==> src/rtl/uart_pkg.sv <==
// Definitions shared by the UART-side blocks: FSM state encoding and
// a pointer-width helper for power-of-two buffers.
package uart_pkg;

  typedef enum logic [1:0] {
    ST_IDLE = 2'd0,
    ST_SEND = 2'd1,
    ST_HOLD = 2'd2
  } tx_state_e;

  // Address width for a buffer of the given depth; a 1-entry buffer still needs one bit.
  function automatic int ptr_width(input int depth);
    return (depth > 1) ? $clog2(depth) : 1;
  endfunction

endpackage

==> src/rtl/fifo_ram.sv <==
// Depth x W storage array: synchronous write, combinational read.
// Contents are deliberately not reset.
module fifo_ram #(
  parameter int W     = 8,
  parameter int Depth = 16,
  parameter int AW    = 4
) (
  input  logic          clk,
  input  logic          we,
  input  logic [AW-1:0] waddr,
  input  logic [W-1:0]  wdata,
  input  logic [AW-1:0] raddr,
  output logic [W-1:0]  rdata
);

  logic [W-1:0] mem_q [Depth];

  always_ff @(posedge clk) begin
    if (we) begin
      mem_q[waddr] <= wdata;
    end
  end

  assign rdata = mem_q[raddr];

endmodule

==> src/rtl/tx_fifo.sv <==
// Transmit-side word buffer: circular store plus a three-state issue FSM
// that hands one word at a time to the serializer.
module tx_fifo
  import uart_pkg::*;
#(
  parameter int W      = 8,
  parameter int Depth  = 16,
  parameter int Wcount = $clog2(Depth) + 1
) (
  input  logic              CLK,
  input  logic              RST,
  input  logic [W-1:0]      IN,
  input  logic              WE,
  output logic              FULL,
  output logic              EMPTY,
  output logic [Wcount-1:0] LEVEL,
  output logic              OVF,
  output logic [W-1:0]      OUT,
  output logic              OE,
  input  logic              RDY,
  output tx_state_e         dbg_state
);

  localparam int PW = ptr_width(Depth);
  localparam logic [PW-1:0]     PTR_ONE  = PW'(1);
  localparam logic [Wcount-1:0] LVL_ONE  = Wcount'(1);
  localparam logic [Wcount-1:0] LVL_FULL = Wcount'(Depth);

  logic [PW-1:0]     wp_q, wp_d, rp_q, rp_d;
  logic [Wcount-1:0] level_q, level_d;
  logic              ovf_q, ovf_d;
  logic              oe_q, oe_d;
  logic [W-1:0]      out_q, out_d;
  tx_state_e         state_q, state_d;
  logic [W-1:0]      rd_data;
  logic              push, pop;

  fifo_ram #(
    .W    (W),
    .Depth(Depth),
    .AW   (PW)
  ) u_ram (
    .clk  (CLK),
    .we   (push),
    .waddr(wp_q),
    .wdata(IN),
    .raddr(rp_q),
    .rdata(rd_data)
  );

  assign FULL  = (level_q == LVL_FULL);
  assign EMPTY = (level_q == '0);

  // Handshake: a pop happens only in IDLE with RDY high; OE then pulses for
  // exactly one cycle with OUT valid, and RDY is ignored through SEND and HOLD
  // so the transmitter's one-cycle RDY drop can never cause a second issue.
  assign push = WE && !FULL;
  assign pop  = (state_q == ST_IDLE) && !EMPTY && RDY;

  always_comb begin
    wp_d    = wp_q;
    rp_d    = rp_q;
    level_d = level_q;
    ovf_d   = ovf_q | (WE & FULL);
    oe_d    = 1'b0;
    out_d   = out_q;
    state_d = state_q;

    if (push) wp_d = wp_q + PTR_ONE;
    if (pop)  rp_d = rp_q + PTR_ONE;

    case ({push, pop})
      2'b10:   level_d = level_q + LVL_ONE;
      2'b01:   level_d = level_q - LVL_ONE;
      default: level_d = level_q;
    endcase

    case (state_q)
      ST_IDLE: begin
        if (pop) begin
          out_d   = rd_data;
          oe_d    = 1'b1;
          state_d = ST_SEND;
        end
      end
      ST_SEND: state_d = ST_HOLD;
      ST_HOLD: state_d = ST_IDLE;
      default: state_d = ST_IDLE;
    endcase
  end

  always_ff @(posedge CLK or posedge RST) begin
    if (RST) begin
      wp_q    <= '0;
      rp_q    <= '0;
      level_q <= '0;
      ovf_q   <= 1'b0;
      oe_q    <= 1'b0;
      out_q   <= '0;
      state_q <= ST_IDLE;
    end else begin
      wp_q    <= wp_d;
      rp_q    <= rp_d;
      level_q <= level_d;
      ovf_q   <= ovf_d;
      oe_q    <= oe_d;
      out_q   <= out_d;
      state_q <= state_d;
    end
  end

  assign LEVEL     = level_q;
  assign OVF       = ovf_q;
  assign OE        = oe_q;
  assign OUT       = out_q;
  assign dbg_state = state_q;

endmodule

==> config.mk <==
export PLATFORM = sky130hd
export DESIGN_NAME = tx_fifo
export DESIGN_NICKNAME = d
export VERILOG_FILES = /design/src/rtl/uart_pkg.sv /design/src/rtl/fifo_ram.sv /design/src/rtl/tx_fifo.sv
export SDC_FILE = /design/constraint.sdc
export NUM_CORES = 1
export LEC_CHECK = 0
export CAP_MARGIN = 20
export CORE_ASPECT_RATIO = 0.75
export CORE_MARGIN = 1
export CORE_UTILIZATION = 30
export CTS_CLUSTER_SIZE = 24
export DETAILED_ROUTE_END_ITERATION = 16
export SKIP_CTS_REPAIR_TIMING = 1
export SLEW_MARGIN = 20
export SYNTH_ARGS = -nofsm -noshare
export SYNTH_HDL_FRONTEND = slang
export SYNTH_SLANG_ARGS = --single-unit
==> constraint.sdc <==
create_clock -name CLK -period 2.55 [get_ports CLK]
set_input_delay 0.6375 -clock CLK [delete_from_list [all_inputs] [get_ports CLK]]
set_output_delay 0.6375 -clock CLK [all_outputs]
set_load 0.02 [all_outputs]
Word-level counts from Yosys, hierarchy flattened
Memory sizes are Yosys's and may differ from the RTL's. A register that Yosys moved wholly into a read port is not among the register bits. Cells that the tools add are included.

Add/subtract/negate cells: 4. Equality and inequality tests: 5. Multiplexer cells: 7. Bitwise gates (word level): 2. Reduce and logical (&&, ||, !) cells: 9.

Operators with widths (count): case mux 5 bit (2 select lines) (1); adder 4 x 1 -> 4 bit (second input constant) (2); adder 5 x 1 -> 5 bit (second input constant) (1); equality test 5 bit (second input constant) (1); zero test 5 bit (1); subtractor 5 x 1 -> 5 bit (second input constant) (1); equality test 2 x 1 -> 1 bit (second input constant) (2); two-way mux 1 bit (4); case mux 2 bit (2 select lines) (1); logical AND 1 bit (3); equality test 2 bit (second input constant) (1); zero test 1 bit (2); zero test 2 bit (1); two-way mux 2 bit (1); != test 2 bit (second input constant) (1); AND reduction 2 bit (1); nonzero test 2 bit (1); bitwise AND 1 bit (1); OR 1 bit (1).

Flip-flop bits (word level): 17. Memory bits (writable): 128. Input bits: 12. Logic and storage cells: 34. Memories: 1.

Memories: u_ram.mem_q (depth 16, width 8, rd ports 1, clocked after Yosys merged registers in 1, wr ports 1, RTL line fifo_ram.sv:16) `logic [W-1:0] mem_q [Depth];`.

Depth between registers and ports, before layout
Depth after elaboration: 6. Depth in mapped cells: 9. Gate-level depth less buffers: 9.

Hierarchy
From an unflattened synthesis, not the netlist that was laid out.

Cells, all modules: 318. Area total of the unflattened synthesis: 6229.7 sq um.

By module, submodules not included: fifo_ram (instances 1, cells each 221, area each 4987.3 sq um); tx_fifo (instances 1, cells each 97, area each 1242.4 sq um).

Worst setup path after synthesis
OpenSTA, ideal clock, no wires.

Path type: register to register. Start point: register level_q[1], in the netlist LEVEL[1]. End point: register level_q[4], in the netlist LEVEL[4]. Library setup time: 134 ps. Arrival: 2580 ps. Slack: -164 ps. Cell stages (with the launch flop): 10. Buffers on the path: 0. Period minus slack after synthesis: 2714 ps. Cell sequence: dfrtp_1 or4_4 o211ai_2 inv_2 ha_1 fa_1 a21o_1 a21oi_1 mux2i_1 xnor2_1.

Cells in the longest elaborated chain, start to end: 6.

Ends and longest elaborated chain: start: declaration (RTL line tx_fifo.sv:30) `logic [Wcount-1:0] level_q, level_d;`; start signal: assignment (RTL line tx_fifo.sv:104) `level_q <= level_d;`; zero test 5 bit * (RTL line tx_fifo.sv:52) `assign EMPTY = (level_q == '0);`; zero test 1 bit * (RTL line tx_fifo.sv:58) `assign pop = (state_q == ST_IDLE) && !EMPTY && RDY;`; logical AND 1 bit * (2 in a row) (RTL line tx_fifo.sv:58); named net pop (RTL line tx_fifo.sv:36) `logic push, pop;`; equality test 2 x 1 -> 1 bit or equality test 2 bit (tied branches) (RTL line tx_fifo.sv:72) `case ({push, pop})`; case mux 5 bit (2 select lines) or nonzero test 2 bit (tied branches).

The timed path passes the listed nets; every way through them passes the cells marked *. A chain may end at the register's enable or synchronous reset.

Worst setup path after layout
Start point: register level_q[0], in the netlist LEVEL[0]. End point: register level_q[4], in the netlist LEVEL[4].

The elaborated chain is that of the path after synthesis.

==> impl_metrics.tcl <==
set metrics [dict create \
    synth_mux_area_frac 0.161 \
    die_h_um 126 \
    rows 45 \
    path_class "flip-flop to flip-flop" \
    grt_pass1_wl_um 18500 \
    io_pins 31 \
    syn_avg_cell_area_um2 19.3 \
    gp_congestion 0.772 \
    reg2reg_slack_ps 70 \
    slew_viol_final 0 \
    start_util 0.306 \
    synth_nets 342 \
    vias 2998 \
    cp.required_ps 2900 \
    crit_buf_inv 1 \
    critPathLaunchType "flip-flop" \
    syn-instance-count 320 \
    synth_top_cell_area_share 0.622 \
    synthesis.area_mm2 0.00618 \
    worstMarginPinSlew_ps 578 \
    hp-class "flip-flop to flip-flop" \
    clk_pin_slew_ps 70 \
    tritoncts "built" \
    hold-worst-slack_ps 453 \
    synth-compound-area-share 0.0186 \
    place_area_mm2 0.00695 \
    grt_use_total 0.122 \
    yosysSeqAreaShare 0.724 \
    slowest_delay_ps 540 \
    totalPowerFinal_mw 8.60 \
    fin_worst_skew_ps 9.44 \
    holdPathStages 1 \
    drive_gt1_frac 0.303 \
    via_per_inst 4.56 \
    cts_root_buffer "clkbuf_16" \
    setup_viol 0 \
    num_antenna_cells 0 \
    drt_iter0_drc 170 \
    numCtsBuffers 17 \
    antenna_found_initial 0 \
    synth_edf_count 128 \
    leakagePower_nw 2.66 \
    dp_hpwl_um 7600 \
    grt_max_degree 36 \
    cp_top_family "simple AND/OR/NAND/NOR gates" \
    synthFlopType "edfxtp_1" \
    post-route-min-period_ps 2480 \
    clkLatencyLatePin_ps 420 \
    stdcell_area_mm2 0.00753 \
    slew_headroom 0.613 \
    gr-total-overflow 0 \
    yosysMostFrequentCell "edfxtp_1" \
    firstDrtPassIters 4 \
    cp.arrival_ps 2820 \
    ys_ff_latch 153 \
    worst_r2r_endpoint "LEVEL[4]" \
    fin_crit_sh 0.972 \
    clk_path_buf_depth 2 \
    final-hold-violation-count 0 \
    crit_path_top_delay_cell "or4_4" \
    synthXorXnorAreaFrac 0.0142 \
    ys_types 33 \
    power_density_mw_per_mm2 1140 \
    seqCellArea_mm2 0.00447 \
    synth_top_family_by_area "multiplexers" \
    reg2reg_from "LEVEL[0]" \
    cp-startpoint "LEVEL[0]" \
    wl_um 11800 \
    portBuffers 30 \
    nets 409 \
    synth_top_area_cell "edfxtp_1" \
    rsz0062_at_grt "yes" \
    max_freq_ghz 0.404 \
    synth_commonest_cells "128 x edfxtp_1, 32 x mux4_2, 25 x dfrtp_1" \
    final_util 0.373 \
    fill_cells 1833 \
    routedWlPerCell_um 18.0 \
    hp-start "dbg_state[1]" \
    synthSimpleGateAreaFrac 0.0344 \
    h-tree-depth 4 \
    crit_chain "or4_4 > o211ai_2 > inv_2 > ha_4 > fa_2 > a21o_1 > a21oi_2 > mux2i_1 > xnor2_1" \
    die_area_mm2 0.0212 \
    synthToLayoutAreaGrowth_pct 22.0 \
    hold_end "dbg_state[1]" \
    ant_nets 0 \
    path_max_fanout 4 \
    synth_top_cells_by_area "edfxtp_1 62%, mux4_2 12%, dfrtp_1 10%, mux2i_1 2.8%, ha_1 1.8%" \
    cts.sinks 153 \
    yosys_warnings 0 \
    synthArstFlopShare 0.163 \
    rr_worst_depth 9 \
    core-area_mm2 0.0202 \
    drv_cap 0 \
    crit_path_end_kind "flip-flop" \
    grt_pass1_vias 3137 \
    irDropWorstVdd_mv 0.444 \
    synth-adder-area-share 0.0215 \
    drc_errors 0 \
    status "finished, final reports clean" \
    multiInputGateArea_mm2 0.00157 \
    die_w_um 168 \
]
registers in the layout, summed over array words and instances (netlist names):
| name | flops |
|---|---|
| u_ram.mem_q | 128 |
| OUT | 8 |
| LEVEL | 5 |
| rp_q | 4 |
| wp_q | 4 |
| dbg_state | 2 |
| OE | 1 |
| OVF | 1 |
worst max-delay path by stage:
stage               end  slack [ps]  cells after the start
2_1_floorplan  LEVEL[4]         -10                      9
3_3_place_gp   LEVEL[4]        -100                      9
3_5_place_dp   LEVEL[4]        -140                      9
4_1_cts            FULL        -320                      4
5_1_grt        LEVEL[4]         -20                      9
6_report       LEVEL[4]          70                      9
where the power goes:
group          switching [mW]  total (mW)  internal [mW]
Combinational            1.42        2.90           1.48
Sequential              0.227        3.35           3.12
Clock                    1.07        2.35           1.28
Total                    2.72        8.60           5.88
layout by cell type (no fill, tap or decap), drive strengths merged, types with 3 or more instances in the layout:
| cell | instances |
|---|---|
| mux4 | 32 |
| a21o | 3 |
| clkdlybuf4s50 | 28 |
| nand2 | 20 |
| mux2 | 9 |
| buf | 34 |
| clkinvlp | 3 |
| dfrtp | 25 |
| mux2i | 17 |
| nor2 | 15 |
| ha | 9 |
| edfxtp | 128 |
| nor3 | 4 |
| o21ai | 11 |
| xnor2 | 9 |
| clkinv | 4 |
| inv | 15 |
| clkbuf | 17 |
layout make-up:
class,count,share of cell area
Multi-Input combinational cell,144,0.208
Clock inverter,15,0.0178
Tap cell,258,0.0429
Sequential cell,153,0.594
Timing Repair Buffer,64,0.0777
Clock buffer,17,0.0565
Inverter,7,0.00349
routing by layer:
layer / GRT usage / share of wire
met3: 0.0336 / 0.038
met4: 0.0405 / 0.011
met1: 0.169 / 0.48
met2: 0.187 / 0.47
met5: 0 / 0
metrics by stage:
stage	setup slack [ps]	TNS (ps)	instances
final	72.2	0	658
after floorplan	-13.7	-13.7	320
after CTS	-318	-490	656
after detailed placement	-145	-145	624
after global placement	-103	-103	624
after global routing	-20.2	-20.2	658
logic make-up (layout without fill, tap and decap cells):
kind of cell,count (synthesis),count (layout)
flops,153,153
mux,58,58
simple gates,48,48
buf+inv,23,103
compound gates,18,18
fa+ha+maj,10,10
xor+xnor,10,10
No activity file was read; power rests on OpenSTA's default activity.
